### src/rtl/vga_pkg.sv
// rtl/vga_pkg.sv - shared VGA frame-buffer constants, pixel type and fill FSM states
package vga_pkg;

    localparam int H_RES  = 640;
    localparam int V_RES  = 480;
    localparam int ADDR_W = 19;
    localparam int PIX_W  = 12;

    // {B[11:8], G[7:4], R[3:0]}
    typedef logic [PIX_W-1:0] pixel_t;

    typedef enum logic [1:0] {
        ST_IDLE  = 2'd0,
        ST_SETUP = 2'd1,
        ST_RUN   = 2'd2,
        ST_DONE  = 2'd3
    } fill_state_t;

endpackage

### src/rtl/vram_addr_gen.sv
// rtl/vram_addr_gen.sv - clipped rectangle walker producing linear VRAM addresses without a multiplier
module vram_addr_gen
    import vga_pkg::*;
(
    input  logic              clk,
    input  logic              rst_n,
    input  logic              i_load,
    input  logic              i_step,
    input  logic [9:0]        i_x,
    input  logic [8:0]        i_y,
    input  logic [9:0]        i_w,
    input  logic [8:0]        i_h,
    output logic              o_empty,
    output logic              o_last,
    output logic [ADDR_W-1:0] o_addr
);

    logic [10:0]       r_col;
    logic [9:0]        r_row;
    logic [10:0]       r_x_end;
    logic [9:0]        r_y_end;
    logic [ADDR_W-1:0] r_row_base;
    logic [ADDR_W-1:0] r_addr;

    // Sums are one bit wider than the operands so a large width/height cannot wrap.
    logic [10:0]       w_x_sum;
    logic [9:0]        w_y_sum;
    logic [10:0]       w_x_end;
    logic [9:0]        w_y_end;
    logic [ADDR_W-1:0] w_y_ext;
    logic [ADDR_W-1:0] w_x_ext;
    logic [ADDR_W-1:0] w_row_base0;
    logic [10:0]       w_col_inc;
    logic [9:0]        w_row_inc;
    logic              w_col_more;
    logic              w_row_more;

    assign w_x_sum     = {1'b0, i_x} + {1'b0, i_w};
    assign w_y_sum     = {1'b0, i_y} + {1'b0, i_h};
    assign w_x_end     = (w_x_sum > 11'(H_RES)) ? 11'(H_RES) : w_x_sum;
    assign w_y_end     = (w_y_sum > 10'(V_RES)) ? 10'(V_RES) : w_y_sum;
    assign o_empty     = (i_x >= 10'(H_RES)) || (i_y >= 9'(V_RES)) || (i_w == '0) || (i_h == '0);

    // y*640 as (y<<9)+(y<<7)
    assign w_y_ext     = {10'd0, i_y};
    assign w_x_ext     = {9'd0, i_x};
    assign w_row_base0 = (w_y_ext << 9) + (w_y_ext << 7);

    assign w_col_inc   = r_col + 11'd1;
    assign w_row_inc   = r_row + 10'd1;
    assign w_col_more  = (w_col_inc < r_x_end);
    assign w_row_more  = (w_row_inc < r_y_end);
    assign o_last      = !w_col_more && !w_row_more;
    assign o_addr      = r_addr;

    // Load the first pixel of the clipped rectangle, then advance one pixel per accepted write.
    always_ff @(posedge clk or negedge rst_n) begin
        if (!rst_n) begin
            r_col      <= '0;
            r_row      <= '0;
            r_x_end    <= '0;
            r_y_end    <= '0;
            r_row_base <= '0;
            r_addr     <= '0;
        end else if (i_load) begin
            r_col      <= {1'b0, i_x};
            r_row      <= {1'b0, i_y};
            r_x_end    <= w_x_end;
            r_y_end    <= w_y_end;
            r_row_base <= w_row_base0;
            r_addr     <= w_row_base0 + w_x_ext;
        end else if (i_step) begin
            if (w_col_more) begin
                r_col  <= w_col_inc;
                r_addr <= r_addr + 1'b1;
            end else if (w_row_more) begin
                r_col      <= {1'b0, i_x};
                r_row      <= w_row_inc;
                r_row_base <= r_row_base + ADDR_W'(H_RES);
                r_addr     <= r_row_base + ADDR_W'(H_RES) + w_x_ext;
            end
        end
    end

endmodule

### src/rtl/vram_rect_fill.sv
// rtl/vram_rect_fill.sv - rectangle-fill command engine driving the single-pixel VRAM write port
module vram_rect_fill
    import vga_pkg::*;
(
    input  logic              clk,
    input  logic              rst_n,
    input  logic              cmd_valid,
    output logic              cmd_ready,
    input  logic [9:0]        cmd_x,
    input  logic [8:0]        cmd_y,
    input  logic [9:0]        cmd_w,
    input  logic [8:0]        cmd_h,
    input  logic [PIX_W-1:0]  cmd_color,
    output logic              vram_wen,
    output logic [ADDR_W-1:0] vram_waddr,
    output logic [PIX_W-1:0]  vram_wdata,
    input  logic              vram_stall,
    output logic              busy,
    output logic              done
);

    fill_state_t r_state;
    fill_state_t w_next;

    logic [9:0]  r_x;
    logic [8:0]  r_y;
    logic [9:0]  r_w;
    logic [8:0]  r_h;
    pixel_t      r_color;
    logic        r_wen;
    pixel_t      r_wdata;

    logic        w_accept;
    logic        w_take;
    logic        w_load;
    logic        w_empty;
    logic        w_last;
    logic [ADDR_W-1:0] w_addr;

    assign w_accept   = cmd_valid && (r_state == ST_IDLE);
    assign w_take     = (r_state == ST_RUN) && r_wen && !vram_stall;
    assign w_load     = (r_state == ST_SETUP) && !w_empty;

    assign vram_wen   = r_wen;
    assign vram_wdata = r_wdata;
    assign vram_waddr = w_addr;

    vram_addr_gen u_addr_gen (
        .clk     (clk),
        .rst_n   (rst_n),
        .i_load  (w_load),
        .i_step  (w_take),
        .i_x     (r_x),
        .i_y     (r_y),
        .i_w     (r_w),
        .i_h     (r_h),
        .o_empty (w_empty),
        .o_last  (w_last),
        .o_addr  (w_addr)
    );

    // FSM state register
    always_ff @(posedge clk or negedge rst_n) begin
        if (!rst_n) begin
            r_state <= ST_IDLE;
        end else begin
            r_state <= w_next;
        end
    end

    // Next-state and state-decoded handshake/status outputs
    always_comb begin
        w_next    = r_state;
        cmd_ready = 1'b0;
        busy      = 1'b1;
        done      = 1'b0;
        case (r_state)
            ST_IDLE: begin
                cmd_ready = 1'b1;
                busy      = 1'b0;
                if (cmd_valid) begin
                    w_next = ST_SETUP;
                end
            end
            ST_SETUP: begin
                w_next = w_empty ? ST_DONE : ST_RUN;
            end
            ST_RUN: begin
                if (w_take && w_last) begin
                    w_next = ST_DONE;
                end
            end
            ST_DONE: begin
                done   = 1'b1;
                w_next = ST_IDLE;
            end
            default: begin
                w_next = ST_IDLE;
            end
        endcase
    end

    // Capture the command; later inputs are ignored until the engine is idle again
    always_ff @(posedge clk or negedge rst_n) begin
        if (!rst_n) begin
            r_x     <= '0;
            r_y     <= '0;
            r_w     <= '0;
            r_h     <= '0;
            r_color <= '0;
        end else if (w_accept) begin
            r_x     <= cmd_x;
            r_y     <= cmd_y;
            r_w     <= cmd_w;
            r_h     <= cmd_h;
            r_color <= cmd_color;
        end
    end

    // Write request: raised with the first pixel, held through stalls, dropped after the last pixel
    always_ff @(posedge clk or negedge rst_n) begin
        if (!rst_n) begin
            r_wen   <= 1'b0;
            r_wdata <= '0;
        end else if (w_load) begin
            r_wen   <= 1'b1;
            r_wdata <= r_color;
        end else if (w_take && w_last) begin
            r_wen   <= 1'b0;
        end
    end

endmodule

### config.mk
export PLATFORM = sky130hd
export DESIGN_NAME = vram_rect_fill
export DESIGN_NICKNAME = d
export VERILOG_FILES = /design/src/rtl/vga_pkg.sv /design/src/rtl/vram_addr_gen.sv /design/src/rtl/vram_rect_fill.sv
export SDC_FILE = /design/constraint.sdc
export NUM_CORES = 1
export LEC_CHECK = 0
export ABC_CLOCK_PERIOD_IN_PS = 4800
export BUFFER_PORTS_ARGS = -buffer_cell sky130_fd_sc_hd__buf_2
export CORE_UTILIZATION = 55
export DETAILED_ROUTE_END_ITERATION = 8
export PLACE_DENSITY = 0.75
export REMOVE_ABC_BUFFERS = 1
export SETUP_SLACK_MARGIN = 0.1
export SYNTH_ARGS = -nofsm -noshare
export SYNTH_HDL_FRONTEND = slang
export SYNTH_HIERARCHICAL = 1
export SYNTH_SLANG_ARGS = --single-unit
### constraint.sdc
create_clock -name clk -period 4.8 [get_ports clk]
set_input_delay 0.72 -clock clk [delete_from_list [all_inputs] [get_ports clk]]
set_output_delay 0.72 -clock clk [all_outputs]
set_load 0.05 [all_outputs]
After elaboration in Yosys (flattened, before gate mapping)
Index checks and enable logic that the tools add are counted.
{ "totals": {"latch_bits": 0, "romBits": 0, "out_inout_bits": 35, "mem_count": 0, "in_bits": 54, "ff_bits": 145, "ram_bits": 0} }
{ "classes": {"bitwise": 0, "shifts": 0, "n_reduce_logical": 23, "multipliers": 0, "mux": 27, "n_addsub": 9, "div": 0, "eq_ne": 6, "n_lt_le_gt_ge": 6} }
{ "op_table": {"columns": ["operator", "n"], "rows": [
  ["2-to-1 mux 19 bit", 8],
  ["2-to-1 mux 11 bit", 5],
  ["2-to-1 mux 10 bit", 5],
  ["adder 19 x 10 -> 19 bit", 2],
  ["adder 18 x 16 -> 19 bit", 1],
  ["adder 19 x 1 -> 19 bit (second input constant)", 1],
  ["adder 19 x 10 -> 19 bit (second input constant)", 1],
  ["adder 10 x 10 -> 11 bit", 1],
  ["adder 11 x 1 -> 11 bit (second input constant)", 1],
  ["> comparator 11 x 10 -> 1 bit (second input constant)", 1],
  ["< comparator 11 bit", 1],
  ["adder 10 x 1 -> 10 bit (second input constant)", 1],
  ["adder 9 x 9 -> 10 bit", 1],
  [">= comparator 10 bit (second input constant)", 1],
  ["> comparator 10 x 9 -> 1 bit (second input constant)", 1],
  ["zero test 10 bit", 1],
  ["< comparator 10 bit", 1],
  [">= comparator 9 bit (second input constant)", 1],
  ["zero test 9 bit", 1],
  ["one-hot mux 2 bit (4 select lines)", 1],
  ["logical AND 1 bit", 6],
  ["2-to-1 mux 1 bit", 6],
  ["nonzero test 2 bit", 3],
  ["== test 2 bit (second input constant)", 2],
  ["10 further kinds", 18]
]} }

Depth between registers and ports, before layout
Gate-level depths: netlist (run 1).
{ "logic_depth": {"depth_word": 8, "depth_mapped": 16} }

By module
Netlist (run 1), hierarchy kept.
{ "modules_own_cells": {"columns": ["module", "area_per_inst_um2", "instances", "cells_per_inst"], "rows": [
  ["vram_addr_gen", 6969.2, 1, 800],
  ["vram_rect_fill", 2806.4, 1, 155]
]} }

Worst setup path after synthesis (run 1)
No wires, ideal clock.
{ "synth_timing": {"path_type": "register to register", "start": "register u_addr_gen.r_col[0]", "end": "register r_state[1]", "slack_ps": 1337, "setup_time_ps": 125, "t_required_ps": 4675, "stages_incl_launch_ff": 17, "arrival_time_ps": 3339, "period_less_slack_ps": 3463, "path_cell_list": "dfrtp_1 -> and3_1 -> clkbuf_1 -> and3_1 -> and3_1 -> xor2_1 -> ha_1 -> and3_4 -> nand3_2 -> o21a_4 -> o21a_4 -> buf_6 -> clkbuf_1 -> nor2_1 -> nand3b_1 -> a21oi_1 -> mux2_2"} }
{ "synth_between": {"elab_chain_cells": 7} }
{ "synth_lines": {"columns": ["item", "line", "rtl"], "rows": [
  ["start, declared", "vram_addr_gen.sv:18", "logic [10:0] r_col;"],
  ["start signal, assigned", "vram_addr_gen.sv:66", "r_col <= {1'b0, i_x};"],
  ["start signal, assigned", "vram_addr_gen.sv:74", "r_col <= w_col_inc;"],
  ["start signal, assigned", "vram_addr_gen.sv:77", "r_col <= {1'b0, i_x};"],
  ["adder 11 x 1 -> 11 bit", "vram_addr_gen.sv:49", "assign w_col_inc = r_col + 11'd1;"],
  ["< comparator 11 bit", "vram_addr_gen.sv:51", "assign w_col_more = (w_col_inc < r_x_end);"],
  ["zero test 1 bit", "vram_addr_gen.sv:53", "assign o_last = !w_col_more && !w_row_more;"],
  ["logical AND 1 bit", "vram_addr_gen.sv:53", null],
  ["net w_last", "vram_rect_fill.sv:37", "logic w_last;"],
  ["logical AND 1 bit", "vram_rect_fill.sv:89", "if (w_take && w_last) begin"],
  ["inequality test 2 x 1 -> 1 bit (no line)", null, null],
  ["AND reduction 2 bit (no line)", null, null],
  ["end signal, assigned", "vram_rect_fill.sv:67", "r_state <= w_next;"],
  ["end, declared", "vram_rect_fill.sv:22", "fill_state_t r_state;"]
]} }
The timed path passes the listed nets, and every way through them passes these cells.
A chain may end at the register's enable or synchronous reset.

Worst setup path after layout (run 1)
{ "layout_timing": {"start": "register u_addr_gen.r_col[0]", "end": "register u_addr_gen.r_addr[3], in the netlist u_addr_gen/o_addr[3]"} }
{ "layout_between": {"elab_chain_cells": 5} }
{ "layout_lines": {"columns": ["item", "line", "rtl"], "rows": [
  ["adder 11 x 1 -> 11 bit (*)", "vram_addr_gen.sv:49", null],
  ["< comparator 11 bit (*)", "vram_addr_gen.sv:51", null],
  ["2-to-1 mux 19 bit", "vram_addr_gen.sv:73", "if (w_col_more) begin"],
  ["2-to-1 mux 19 bit", "vram_addr_gen.sv:72", "end else if (i_step) begin"],
  ["2-to-1 mux 19 bit", "vram_addr_gen.sv:65", "end else if (i_load) begin"],
  ["end signal, assigned", "vram_addr_gen.sv:71", "r_addr <= w_row_base0 + w_x_ext;"],
  ["end signal, assigned", "vram_addr_gen.sv:75", "r_addr <= r_addr + 1'b1;"],
  ["end signal, assigned", "vram_addr_gen.sv:80", "r_addr <= r_row_base + ADDR_W'(H_RES) + w_x_ext;"],
  ["end, declared", "vram_addr_gen.sv:23", "logic [ADDR_W-1:0] r_addr;"]
]} }
Mark *: on every way between the ends. The rest lies on a longest branch, timed or not. The select of a mux whose other input is x is not followed.

==> summary.log, run 1 <==
INFO  status         outcome=completed
INFO  final_layout   area_used_by_multi_input_combinational_logic=5854squm
INFO  synth          leading_post_synthesis_cells_by_cell_area=dfrtp_1 (35%), mux2_4 (7.8%), ha_1 (7.8%), xnor2_1 (4.8%), nand2_1 (2.6%)
INFO  die            height_of_the_die=135.3um
INFO  clocking       cts-resized-gates=0
INFO  die            top_level_port_count=89
INFO  final_layout   fillCellCount=1382
INFO  die            rows=48
INFO  clocking       postCtsHoldBufs=0
INFO  synth          synthMostInstantiatedCell=dfrtp_1
INFO  place          dpl.hpwl=15560um
INFO  clocking       clock_insertion_delay_worst_skew=0.43ns
INFO  synth          syn_avg_cell_area=10.24squm
INFO  grt            initial_antenna_violation_count=1
INFO  final_layout   regArea=3453squm
INFO  die            die_area=18310squm
INFO  grt            globalRoute.totalOverflow=0
INFO  setup_path     crit_path_start=u_addr_gen/r_col[0]$_DFFE_PN0P_
INFO  grt            largest_net_degree_at_the_start_of_global_routing=107
INFO  detailed_routing num_vias=7502
INFO  clocking       cts.reportedPaths.clkPinSlew=0.06ns
INFO  clocking       post-cts-setup-buffer-count=0
INFO  grt            wire_length_of_the_first_global_routing_pass=36970um
INFO  detailed_routing dr.first_iter.drc_count=475
INFO  setup_path     path_max_fanout=35
INFO  sta            finalHoldViolations=0
INFO  clocking       clock_sinks=138
INFO  synth          post_synth_most_frequent_cells=dfrtp_1 (138), nand2_1 (68), ha_1 (61), nor2_1 (58), xnor2_1 (54)
INFO  setup_path     worst_path_most_repeated_cell=and3_1
INFO  place          weighted_congestion_at_the_end_of_routability_driven_global_placement=0.9066
INFO  final_layout   final_nets=1145
INFO  clocking       cts_htree_levels=4
INFO  detailed_routing route.final.wire_length=22100um
INFO  setup_path     critPathArrivalTime=4.35ns
INFO  sta            timing_worst_slew_pin_value=1.045ns
INFO  sta            grt_setup_unrepaired=false
INFO  clocking       tritoncts=yes
INFO  sta            final.period_utilization=84.31%
INFO  sta            slew-limit-headroom=30.02%
INFO  synth          synth-edff-count=0
INFO  synth          yosysUniqueCellTypes=92
INFO  synth          synth-async-reset-ratio=100.0%
INFO  setup_path     cp_cell_sequence=ha_1 > and3_1 > and3_1 > and3_1 > nand3_1 > xnor2_1 > ha_1 > a21oi_1 > o21a_4 > o21a_1 > buf_4 > nor2_1 > o22a_1
INFO  detailed_routing number_of_optimization_iterations_in_the_first_detailed_route_pass=5
INFO  die            initial_core_util=56.32%
INFO  sta            timing.setup.tns=0ns
INFO  synth          synth_ff_type=dfrtp_1
INFO  synth          yosys_warnings=6
INFO  grt            grt.total_usage=25.71%
INFO  setup_path     crit_path_max_incr_delay=0.54ns
INFO  setup_path     critical_path_class=reg -> reg
INFO  hold_path      min_path_type=in -> async
INFO  clocking       cts_buffer_count=17
INFO  synth          synth.largest_area_cell=dfrtp_1
INFO  clocking       cts.path.max_buffers=2
INFO  sta            final.setup_skew=0.01199ns
INFO  setup_path     startpoint_of_the_worst_register_to_register_path=u_addr_gen/r_col[0]$_DFFE_PN0P_
INFO  detailed_routing detail_route.wl_per_cell=17.47um
INFO  detailed_routing drcViolationCount=0
INFO  die            die_x=135.3um
INFO  synth          synth_top_area_share=35.33%
INFO  sta            finalSetupViolations=0
INFO  detailed_routing vias_per_cell=5.930
INFO  synth          syn_area=9776squm
INFO  setup_path     worstSetupStartpointType=flop
INFO  synth          yosysSeqAreaShare=35.33%
INFO  place          io_buffer_count=88
INFO  synth          synth_cells=955
INFO  grt            vias_in_the_first_global_route=7398
INFO  sta            timing.final.max_slew_violations=0
INFO  die            fp.coreArea=17360squm
INFO  synth          ys_ff_latch=138
INFO  setup_path     crit_path_end_kind=flop
INFO  clocking       ctsRootBufferMaster=clkbuf_16
INFO  final_layout   syn2layout_area_growth=10.79%
INFO  sta            crit_path_time_final=4.047ns
INFO  detailed_routing drtAntennaViolNets=0
INFO  final_layout   drive_above_1_share=23.68%
INFO  setup_path     critPathRequiredTime=5.10ns
INFO  sta            fmax=247.1MHz
INFO  run            drv.max_cap_violation_count=0
INFO  setup_path     critical_path.slowest_cell=o21a_4
-- cells by family (layout without fill, tap and decap cells) --
logic type	after synthesis	count (layout)	synth area share (%)
compound gates	237	237	17.25
buf+inv	85	169	4.787
simple gates	265	265	15.36
other cells	1	2	0.03836
xor+xnor	78	78	6.988
flops	138	138	35.33
fa+ha+maj	65	65	8.627
mux	86	86	11.62
-- worst max-delay path, delay by kind of cell (launching register included) --
| family | cells | cell delay [ns] |
|---|---|---|
| buffers and inverters | 1 | 0.29 |
| XOR/XNOR | 1 | 0.22 |
| AO/OA/AOI/OAI | 4 | 1.39 |
| adder cells (fa/ha/maj) | 2 | 0.54 |
| AND/OR/NAND/NOR | 5 | 1.05 |
| flip-flops | 1 | 0.41 |
-- placed cells by master (no fill, tap or decap), types with 23 or more instances in the layout --
master   count
dfrtp_1    138
xor2_1      24
ha_1        61
mux2_4      51
nand3_1     31
inv_1       42
nor2_1      58
xnor2_1     54
buf_2       87
nand2_1     68
a21oi_1     33
o21ai_1     23
o21ai_0     38
-- metal layers --
layer / vias to the layer above / wire length [um] / track usage (%)
li1: 3629 / - / -
met1: 3598 / 10200 / 35.58
met5: - / 0 / 0
met4: 0 / 442 / 8.614
met3: 31 / 1457 / 6.023
met2: 244 / 9997 / 39.54
-- flip-flops by register name, indices dropped and copies added, names as in the netlist, 10 cells and up --
name                   flops
u_addr_gen/o_addr         19
r_color                   12
u_addr_gen/r_row_base     12
vram_wdata                12
u_addr_gen/r_col          11
u_addr_gen/r_x_end        11
r_w                       10
r_x                       10
u_addr_gen/r_row          10
u_addr_gen/r_y_end        10
-- through the flow --
| step | cell area [sq um] | hold WS [ns] | instances | util, % | setup slack [ns] |
|---|---|---|---|---|---|
| 5_1_grt | 10830 | 0.4817 | 1264 | 62.38 | 0.4005 |
| 3_3_place_gp | 10240 | 0.4681 | 1232 | 58.99 | 1.007 |
| 4_1_cts | 10830 | 0.4544 | 1264 | 62.38 | 0.7966 |
| 3_5_place_dp | 10240 | 0.4732 | 1232 | 58.99 | 0.7991 |
| 6_report | 10830 | 0.4045 | 1265 | 62.40 | 0.7531 |
| 2_1_floorplan | 9473 | 0.4244 | 914 | - | 0.9899 |
-- area by class of cell --
cell class	count	area share (%)
Antenna cell	1	0.02311
Clock buffer	18	3.963
Clock inverter	14	1.479
Inverter	44	1.525
Multi-Input combinational cell	732	54.05
Sequential cell	138	31.89
Tap cell	225	2.599
Timing Repair Buffer	93	4.471
-- worst paths after layout --
path                            cells past startpoint                                   end  slack [ns]
worst min-delay path                                1                r_color[1]$_DFFE_PN0P_        0.40
worst max-delay path                               13      u_addr_gen/o_addr[3]$_DFFE_PN0P_        0.75
worst max register to register                     13      u_addr_gen/o_addr[3]$_DFFE_PN0P_        0.75
worst min register to register                      2     u_addr_gen/r_y_end[9]$_DFFE_PN0P_        0.49
min in group clk                                    2     u_addr_gen/r_y_end[9]$_DFFE_PN0P_        0.49
max in group asynchronous                           2  u_addr_gen/r_row_base[8]$_DFFE_PN0P_        3.39
Power of run 1 is left out: the tool's default activity adds up to more than one toggle a clock period on the data nets, which glitch-free logic cannot reach.
==> run 2: changes to the inputs <==
ABC_CLOCK_PERIOD_IN_PS = 3700   (was 4800)
PLACE_DENSITY = 0.78   (was 0.75)
clock period = 3.7 ns   (was 4.8 ns; I/O delays follow)
==> run 2 against run 1 <==
Die area unchanged; sequential share of layout area is 0.51 points lower; via count increased by 2.9%; flip-flop and latch count unchanged; non-clock buffer count rose by 15; core utilization increased by 1.0 points; clock-buffer cell count is 1 lower; first-iteration DRC count increased by 0.84%; setup slack got worse by 0.49 ns; worst hold slack worse by 0.25 ns.
==> summary.log, run 2 (same netlist as run 1, synthesis figures left out) <==
INFO  status         outcome=completed [unchanged]
INFO  final_layout   final_nets=1160 [was 1145]
INFO  sta            fmax=291.1MHz [was 247.1 MHz]
INFO  place          dpl_cell_area=10330squm [was 10240 sq um]
INFO  grt            globalRoute.totalOverflow=0 [unchanged]
INFO  place          dpl.hpwl=15860um [was 15560 um]
INFO  detailed_routing detail_route.wl_per_cell=17.83um [was 17.47 um]
INFO  setup_path     crit_path_start=u_addr_gen/r_col[2]$_DFFE_PN0P_ [was u_addr_gen/r_col[0]$_DFFE_PN0P_]
INFO  sta            finalHoldViolations=0 [unchanged]
INFO  sta            crit_path_time_final=3.435ns [was 4.047 ns]
INFO  sta            slew-limit-headroom=38.69% [was 30.02%]
INFO  final_layout   drive_above_1_share=25.52% [was 23.68%]
INFO  detailed_routing number_of_optimization_iterations_in_the_first_detailed_route_pass=6 [was 5]
INFO  die            die_area=18310squm [unchanged]
INFO  detailed_routing num_vias=7720 [was 7502]
INFO  final_layout   utilization=63.41% [was 62.40%]
INFO  grt            largest_net_degree_at_the_start_of_global_routing=85 [was 107]
INFO  die            fp.coreArea=17360squm [unchanged]
INFO  final_layout   antenna_cells_inserted=0 [was 1]
INFO  sta            final.setup_skew=0.009409ns [was 0.01199 ns]
INFO  final_layout   syn2layout_area_growth=12.58% [was 10.79%]
INFO  clocking       postCtsHoldBufs=0 [unchanged]
INFO  clocking       ctsRootBufferMaster=clkbuf_16 [unchanged]
INFO  die            rows=48 [unchanged]
INFO  detailed_routing route.final.wire_length=22800um [was 22100 um]
INFO  sta            grt_setup_unrepaired=false [unchanged]
INFO  setup_path     crit_path_max_incr_delay=0.42ns [was 0.54 ns]
INFO  die            top_level_port_count=89 [unchanged]
INFO  sta            finalSetupViolations=0 [unchanged]
INFO  clocking       tritoncts=yes [unchanged]
INFO  setup_path     crit_path_end_kind=flop [unchanged]
INFO  run            drv.max_cap_violation_count=0 [unchanged]
INFO  setup_path     worst_path_most_repeated_cell=and3_1 [unchanged]
INFO  detailed_routing dr.first_iter.drc_count=479 [was 475]
INFO  clocking       cts.path.max_buffers=2 [unchanged]
INFO  final_layout   layout.cells.most_common_list=dfrtp_1 (138), buf_2 (87), nand2_1 (68), ha_1 (60), nor2_1 (58) [was dfrtp_1 (138), buf_2 (87), nand2_1 (68), ha_1 (61), nor2_1 (58)]
INFO  setup_path     critPathArrivalTime=3.72ns [was 4.35 ns]
INFO  detailed_routing drcViolationCount=0 [unchanged]
INFO  clocking       clock_sinks=138 [unchanged]
INFO  sta            timing.setup.tns=0ns [unchanged]
INFO  clocking       clock_insertion_delay_worst_skew=0.43ns [about the same]
INFO  sta            timing.final.max_slew_violations=0 [unchanged]
INFO  final_layout   leading_cell_type_in_the_layout_fill_and_taps_excluded=dfrtp_1 [unchanged]
INFO  final_layout   fillCellCount=1346 [was 1382]
INFO  place          io_buffer_count=88 [unchanged]
INFO  grt            initial_antenna_violation_count=0 [was 1]
INFO  sta            final.period_utilization=92.84% [was 84.31%]
INFO  grt            wire_length_of_the_first_global_routing_pass=37140um [was 36970 um]
INFO  die            die_x=135.3um [unchanged]
INFO  die            initial_core_util=56.32% [unchanged]
INFO  setup_path     critical_path.slowest_cell=dfrtp_1 [was o21a_4]
INFO  clocking       cts_htree_levels=4 [unchanged]
INFO  setup_path     cp_cell_sequence=and3_1 > and3_1 > and3_1 > nand3_1 > xnor2_1 > ha_1 > a21o_1 > a21oi_2 > o21a_4 > buf_6 > mux2_2 > mux2i_1 > o21ai_0 [was ha_1 > and3_1 > and3_1 > and3_1 > nand3_1 > xnor2_1 > ha_1 > a21oi_1 > o21a_4 > o21a_1 > buf_4 > nor2_1 > o22a_1]
INFO  final_layout   finish.instance_area=11010squm [was 10830 sq um]
INFO  clocking       cts.reportedPaths.clkPinSlew=0.07ns [was 0.06 ns]
INFO  die            height_of_the_die=135.3um [unchanged]
INFO  setup_path     path_max_fanout=22 [was 35]
INFO  setup_path     critical_path_class=reg -> reg [unchanged]
INFO  clocking       cts_buffer_count=17 [unchanged]
INFO  final_layout   max_reg_flops=19 [unchanged]
INFO  place          weighted_congestion_at_the_end_of_routability_driven_global_placement=0.8763 [was 0.9066]
INFO  grt            vias_in_the_first_global_route=7410 [was 7398]
INFO  hold_path      min_path_type=in -> async [unchanged]
INFO  grt            grt.total_usage=25.90% [was 25.71%]
INFO  sta            timing.hold.ws=0.1536ns [was 0.4045 ns]
INFO  setup_path     worstSetupStartpointType=flop [unchanged]
INFO  detailed_routing vias_per_cell=6.036 [was 5.930]
INFO  detailed_routing drtAntennaViolNets=0 [unchanged]
INFO  setup_path     critPathRequiredTime=3.98ns [was 5.10 ns]
INFO  setup_path     startpoint_of_the_worst_register_to_register_path=u_addr_gen/r_col[2]$_DFFE_PN0P_ [was u_addr_gen/r_col[0]$_DFFE_PN0P_]
INFO  sta            timing_worst_slew_pin_value=0.9188ns [was 1.045 ns]
[run 2: critical path, delay by kind of cell, from the launching register on]
family	cells	cell delay (ns)
and+or+nand+nor	4	0.91
AOI/OAI and AO/OA	4	0.72
muxes	2	0.47
DFF	1	0.42
adders and majority gates	1	0.31
xor gates and xnor gates	1	0.23
buffers and inverters	1	0.22
[run 2: area by class of cell]
cell class / count / area, sq um / share of cell area [%]
clock inverters: 15 / 170.2 / 1.546
flip-flops and latches: 138 / 3453 / 31.38
well taps: 225 / 281.5 / 2.558
repair buffers: 108 / 624.3 / 5.673
inverters: 44 / 165.2 / 1.501
clock buffers: 17 / 425.4 / 3.865
multi-input cells: 732 / 5886 / 53.48
[run 2: final timing paths]
path / endpoint / slack (ns) / cells past startpoint
setup / recovery: u_addr_gen/o_addr[1]$_DFFE_PN0P_ / 0.26 / 13
hold / removal: vram_wdata[7]$_DFFE_PN0P_ / 0.15 / 1
setup reg to reg: u_addr_gen/o_addr[1]$_DFFE_PN0P_ / 0.26 / 13
hold reg to reg: u_addr_gen/r_y_end[9]$_DFFE_PN0P_ / 0.49 / 2
max in group asynchronous: u_addr_gen/r_row_base[15]$_DFFE_PN0P_ / 2.78 / 2
min in group clk: r_w[0]$_DFFE_PN0P_ / 0.34 / 2
[run 2: metrics by stage]
step                      setup WS, ns  std cells
after CTS                       0.1734       1274
after floorplan                -0.1101        914
after global placement          0.3760       1242
after detailed placement        0.1940       1242
after global routing           0.09554       1279
final                           0.2648       1279
[run 2: routing by layer]
layer  up-vias  global-route usage [%]  routed length (um)
met5         -                       0                   0
met4         0                   9.488                 434
met2       280                   40.51               10540
met1      3741                   35.52               10450
li1       3661                       -                   -
met3        38                   5.200                1383
[run 2: timing repair]
action / in CTS / in global routing
setup endpoints to repair: 0 / 50
buffers inserted: 0 / 5
resized for setup: 0 / 12
Power of run 2 is left out for the same reason.
